## config.mk

```make
export PLATFORM = sky130hd
export DESIGN_NAME = alu_multicycle
export DESIGN_NICKNAME = d
export VERILOG_FILES = /design/src/rtl/alu_multicycle.sv
export SDC_FILE = /design/constraint.sdc
export NUM_CORES = 1
export LEC_CHECK = 0
export ABC_AREA = 1
export CORE_MARGIN = 4
export CORE_UTILIZATION = 46
export CTS_CLUSTER_SIZE = 16
export DETAILED_ROUTE_END_ITERATION = 16
export PLACE_DENSITY_LB_ADDON = 0.25
export SLEW_MARGIN = 0
export SYNTH_ARGS = -nofsm -noshare
export SYNTH_HDL_FRONTEND = slang
export SYNTH_SLANG_ARGS = --single-unit
```

## constraint.sdc

```tcl
create_clock -name clk -period 2.5 [get_ports clk]
set_input_delay 0.5 -clock clk [delete_from_list [all_inputs] [get_ports clk]]
set_output_delay 0.5 -clock clk [all_outputs]
set_load 0.1 [all_outputs]
```

## src/rtl/alu_multicycle.sv

```systemverilog
// alu_multicycle: registered execute-stage ALU with single-cycle logic/arith ops
// and iterative unsigned multiply / restoring divide behind start/busy/done.
//
// state | meaning
// IDLE  | waiting for start; outputs hold the last result
// RUN   | one MUL/DIVU iteration per clock, iteration counter counts down
// DONE  | done=1 for one cycle; a new start may be accepted here
module alu_multicycle #(
  parameter int WIDTH = 16
) (
  input  logic             clk,
  input  logic             reset,
  input  logic             start,
  input  logic [WIDTH-1:0] A,
  input  logic [WIDTH-1:0] B,
  input  logic [3:0]       ALUControl,
  output logic [WIDTH-1:0] ALUOut,
  output logic [WIDTH-1:0] ResultHi,
  output logic             Zero,
  output logic             Overflow,
  output logic             DivZero,
  output logic             busy,
  output logic             done
);

  localparam logic [3:0] OP_AND  = 4'b0000;
  localparam logic [3:0] OP_OR   = 4'b0001;
  localparam logic [3:0] OP_ADD  = 4'b0010;
  localparam logic [3:0] OP_MUL  = 4'b0011;
  localparam logic [3:0] OP_DIVU = 4'b0100;
  localparam logic [3:0] OP_SUB  = 4'b0110;
  localparam logic [3:0] OP_SLT  = 4'b0111;
  localparam logic [3:0] OP_SLTU = 4'b1000;
  localparam logic [3:0] OP_NOR  = 4'b1100;
  localparam logic [3:0] OP_NAND = 4'b1101;

  localparam int CNT_W = $clog2(WIDTH + 1);

  typedef enum logic [1:0] {
    S_IDLE = 2'd0,
    S_RUN  = 2'd1,
    S_DONE = 2'd2
  } state_t;

  state_t state, state_nxt;

  logic [CNT_W-1:0] cnt;
  logic [WIDTH-1:0] a_reg, b_reg;
  logic [WIDTH-1:0] hi, lo;
  logic             is_mul;

  logic             is_multi;
  logic             accept, load_multi, load_single, finish;

  logic [WIDTH-1:0] single_out;
  logic             single_ovf;
  logic [WIDTH-1:0] sum, diff;

  logic [WIDTH:0]   mul_add;
  logic [WIDTH:0]   div_shift;
  logic             div_ge;
  logic [WIDTH-1:0] div_sub;
  logic [WIDTH-1:0] step_hi, step_lo;

  assign is_multi = (ALUControl == OP_MUL) || (ALUControl == OP_DIVU);

  // State register
  always_ff @(posedge clk) begin
    if (reset) state <= S_IDLE;
    else       state <= state_nxt;
  end

  // Next-state logic; RUN ends on the iteration that takes the counter to 0
  always_comb begin
    state_nxt = state;
    case (state)
      S_IDLE, S_DONE: begin
        if (start) state_nxt = is_multi ? S_RUN : S_DONE;
        else       state_nxt = S_IDLE;
      end
      S_RUN: begin
        if (cnt == CNT_W'(1)) state_nxt = S_DONE;
      end
      default: state_nxt = S_IDLE;
    endcase
  end

  // Handshake outputs and datapath load strobes decoded from state
  always_comb begin
    busy        = (state == S_RUN);
    done        = (state == S_DONE);
    accept      = start && (state != S_RUN);
    load_multi  = accept && is_multi;
    load_single = accept && !is_multi;
    finish      = (state == S_RUN) && (cnt == CNT_W'(1));
  end

  // Single-cycle result straight from the live operands at acceptance
  always_comb begin
    sum        = A + B;
    diff       = A + ~B + WIDTH'(1);
    single_out = '0;
    single_ovf = 1'b0;
    case (ALUControl)
      OP_AND:  single_out = A & B;
      OP_OR:   single_out = A | B;
      OP_ADD: begin
        single_out = sum;
        single_ovf = (A[WIDTH-1] == B[WIDTH-1]) && (sum[WIDTH-1] != A[WIDTH-1]);
      end
      OP_SUB: begin
        single_out = diff;
        single_ovf = (A[WIDTH-1] != B[WIDTH-1]) && (diff[WIDTH-1] != A[WIDTH-1]);
      end
      OP_SLT:  single_out = {{(WIDTH-1){1'b0}}, ($signed(A) < $signed(B))};
      OP_SLTU: single_out = {{(WIDTH-1){1'b0}}, (A < B)};
      OP_NOR:  single_out = ~(A | B);
      OP_NAND: single_out = ~(A & B);
      default: single_out = '0;
    endcase
  end

  // One iteration: MUL shifts {hi,lo} right after a conditional add, DIVU
  // shifts the dividend into hi and restores when the trial subtract fails.
  // With B==0 every trial succeeds, leaving quotient all ones and hi = A.
  always_comb begin
    mul_add   = {1'b0, hi} + (lo[0] ? {1'b0, a_reg} : '0);
    div_shift = {hi, lo[WIDTH-1]};
    div_ge    = (div_shift >= {1'b0, b_reg});
    div_sub   = div_shift[WIDTH-1:0] - b_reg;
    if (is_mul) begin
      step_hi = mul_add[WIDTH:1];
      step_lo = {mul_add[0], lo[WIDTH-1:1]};
    end else begin
      step_hi = div_ge ? div_sub : div_shift[WIDTH-1:0];
      step_lo = {lo[WIDTH-2:0], div_ge};
    end
  end

  // Iteration registers and result registers; results change only on completion
  always_ff @(posedge clk) begin
    if (reset) begin
      cnt      <= '0;
      a_reg    <= '0;
      b_reg    <= '0;
      hi       <= '0;
      lo       <= '0;
      is_mul   <= 1'b0;
      ALUOut   <= '0;
      ResultHi <= '0;
      Zero     <= 1'b0;
      Overflow <= 1'b0;
      DivZero  <= 1'b0;
    end else begin
      if (load_multi) begin
        a_reg  <= A;
        b_reg  <= B;
        is_mul <= (ALUControl == OP_MUL);
        hi     <= '0;
        lo     <= (ALUControl == OP_MUL) ? B : A;
        cnt    <= CNT_W'(WIDTH);
      end else if (busy) begin
        hi  <= step_hi;
        lo  <= step_lo;
        cnt <= cnt - CNT_W'(1);
      end

      if (load_single) begin
        ALUOut   <= single_out;
        ResultHi <= '0;
        Zero     <= (single_out == '0);
        Overflow <= single_ovf;
        DivZero  <= 1'b0;
      end else if (finish) begin
        ALUOut   <= step_lo;
        ResultHi <= step_hi;
        Zero     <= (step_lo == '0);
        Overflow <= 1'b0;
        DivZero  <= !is_mul && (b_reg == '0);
      end
    end
  end

endmodule

```

==> run_results.csv <==
group,metric,value,unit
route,wl_per_cell,17.1,um
power,power,0.00587,W
layout,fillCellCount,2064,
route,drtIter0Drc,997,
route,vias,11400,
setup_path,crit_path_start_kind,"input pin",
route,totalWireLength,36.5,mm
global_route,gr-total-overflow,0,
floorplanning,coreArea,0.0210,sq mm
layout,nNetsFinal,1980,
layout,instances_no_fill,2128,
synthesis,ys_ff_latch,107,
setup_path,cp-end-kind,"flip-flop",
route,post-route-drc-count,0,
floorplanning,num_rows,53,
power,leakagePower,6.83,nW
layout,multi_input_area,0.00700,sq mm
setup_path,crit_path_max_fanout,4,
synthesis,ys_types,50,
clock_tree,cts_tree,"built",
synthesis,avgSynthCellArea,6.05,sq um
layout,drive_above_1_share,24.0,%
synthesis,synth-warning-count,0,
global_route,grt_max_degree,44,
route,avgViaCountPerCell,5.36,
floorplanning,start_util,46.7,%
floorplanning,dieArea,0.0237,sq mm
timing,final.setup_skew,0.0122,ns
floorplanning,ios,76,
global_route,grt_usage,29.3,%
timing,clock.fmax,0.411,GHz
timing,setup_viol,0,
global_route,grt_pass1_vias,10600,
clock_tree,clk_pin_slew,0.09,ns
layout,seq_area,0.00214,sq mm
synthesis,synth_top_cell_by_area,"dfxtp_1",
synthesis,syn_nets,1749,
layout,syn2layout_area_growth,34.5,%
worst_hold_path,hp-class,"reg -> reg",
synthesis,netlist.area_leader.share,21.9,%
place,io_buffer_count,75,
clock_tree,cts_sinks,107,
timing,max_slew_margin,64.4,%
timing,finalCritPeriodShare,97.4,%
global_route,grt_pass1_wl,55.6,mm
floorplanning,die_x,154,um
place,dp.cells,2103,
setup_path,cp.required,2.79,ns
timing,finalHoldViolCount,0,
setup_path,path_class,"in -> reg",
synthesis,synth_area_leaders,"dfxtp_1 (22%), nand2_1 (16%), ha_1 (11%)",
synthesis,synth_top_flop_cell,"dfxtp_1",
setup_path,arrival,2.72,ns
layout,layout_common_cells,"nand2_1 (379), inv_1 (244), buf_4 (230)",
power,p_per_area,446,mW/mm^2
synthesis,synth_edf_count,0,
clock_tree,cts_buffer_depth,2,
power,vdd_ir_drop_max,0.405,mV
clock_tree,clk_latency,0.36,ns
flow_run,maxCapViolCount,0,
route,firstDrtPassIters,5,
synthesis,ys_seq_area_share,21.9,%
timing,layout_min_cycle_time,2.43,ns
timing,drv_slew,0,
clock_tree,cts-root-buf,"clkbuf_16",
timing,worst_pin_slew,0.534,ns
synthesis,synth_cells,1617,
place,place_hpwl,28.7,mm
synthesis,synth_area,0.00979,sq mm
floorplanning,die_y,154,um
layout,final_common_cell,"nand2_1",
route,ant_nets,0,
global_route,antenna_found_initial,0,
synthesis,ys_async_sr_fraction,0,%
place,place.gp.congestion,0.993,
outcome,status,"complete, no violations",
clock_tree,cts-buffers-inserted,9,
clock_tree,htree_levels,3,
layout,n_antenna_cell,0,
final cells by class:
class                           count  share of cell area, %
Multi-Input combinational cell   1180                   53.1
Timing Repair Buffer              282                   18.1
Sequential cell                   107                   16.3
Inverter                          268                   7.66
Tap cell                          275                   2.61
Clock buffer                        9                   1.71
Clock inverter                      7                  0.456
logic make-up (layout without fill, tap and decap cells):
family / after synthesis / in the layout / share of synthesized area (%)
flops: 107 / 107 / 21.9
buf+inv: 330 / 566 / 13.3
simple gates: 746 / 746 / 31.9
xor+xnor: 20 / 20 / 1.79
compound gates: 321 / 321 / 18.9
fa+ha+maj: 93 / 93 / 12.2
worst paths after layout:
path | to | start | cells past startpoint | slack [ns]
max | Zero$_SDFFE_PP0P_ | A[15] | 15 | 0.07
min | a_reg[13]$_SDFFE_PP0P_ | a_reg[13]$_SDFFE_PP0P_ | 2 | 0.47
max reg2reg | Zero$_SDFFE_PP0P_ | b_reg[11]$_SDFFE_PP0P_ | 13 | 0.11
min reg2reg | a_reg[13]$_SDFFE_PP0P_ | a_reg[13]$_SDFFE_PP0P_ | 2 | 0.47
worst max-delay path: stages:
cell and delay [ns]:
clkdlybuf4s50_1 0.54, inv_1 0.09, ha_2 0.34, nor2_1 0.15
nand2_1 0.14, buf_4 0.16, nor2_1 0.12, nor2_2 0.07
nand3_2 0.06, nand2_2 0.07, nor2_4 0.15, nand3_1 0.08
nor2_1 0.08, nand2_1 0.06, a21oi_1 0.11
per-layer routing:
| layer | part of all wire [%] | GRT usage, % |
|---|---|---|
| met1 | 47 | 42.0 |
| met2 | 43 | 44.8 |
| met3 | 7.5 | 6.11 |
| met4 | 2.7 | 7.61 |
| met5 | 0 | 0 |
timing repair:
action / 4_1_cts / 5_1_grt
endpoints found under the setup margin: 9 / 44
resized for setup: 34 / 174
setup buffers: 3 / 5
gates cloned: 0 / 1
hold buffers: 0 / 0
pin swaps: 11 / 38
cell usage after synthesis, drive strengths merged, types with 3 or more instances:
| library cell | n |
|---|---|
| nand3 | 129 |
| nand4 | 11 |
| o22ai | 9 |
| a21o | 6 |
| buf | 35 |
| o211ai | 7 |
| clkbuf | 27 |
| and2 | 4 |
| a211oi | 6 |
| a31oi | 14 |
| fa | 4 |
| nor4 | 5 |
| a221oi | 3 |
| or2 | 9 |
| nor2 | 151 |
| o221ai | 6 |
| o21a | 20 |
| inv | 266 |
| xnor2 | 10 |
| a22oi | 6 |
| dfxtp | 107 |
| nand2 | 413 |
| xor2 | 10 |
| o21ai | 116 |
| a21boi | 3 |
| ha | 89 |
| a21oi | 120 |
| nor3 | 21 |
where the power goes:
group	internal [W]	switching (W)	total, W
logic	0.00107	0.00156	0.00263
registers	0.00176	0.0000521	0.00182
clock network	0.000696	0.000732	0.00143
total	0.00353	0.00234	0.00587
through the flow:
stage | cell area [sq um] | util (%) | hold WS [ns] | setup TNS (ns) | worst slack [ns]
floorplan | 9790 | - | 0.445 | 0 | 0.00845
global placement | 12100 | 57.7 | 0.453 | -6.66 | -0.517
detailed placement | 12100 | 57.7 | 0.458 | -8.17 | -0.532
CTS | 12500 | 59.7 | 0.471 | 0 | 0.000709
global route | 13200 | 62.8 | 0.505 | -0.0517 | -0.0240
finish | 13200 | 62.8 | 0.472 | 0 | 0.0651
Power figures use the tool's default switching activity.
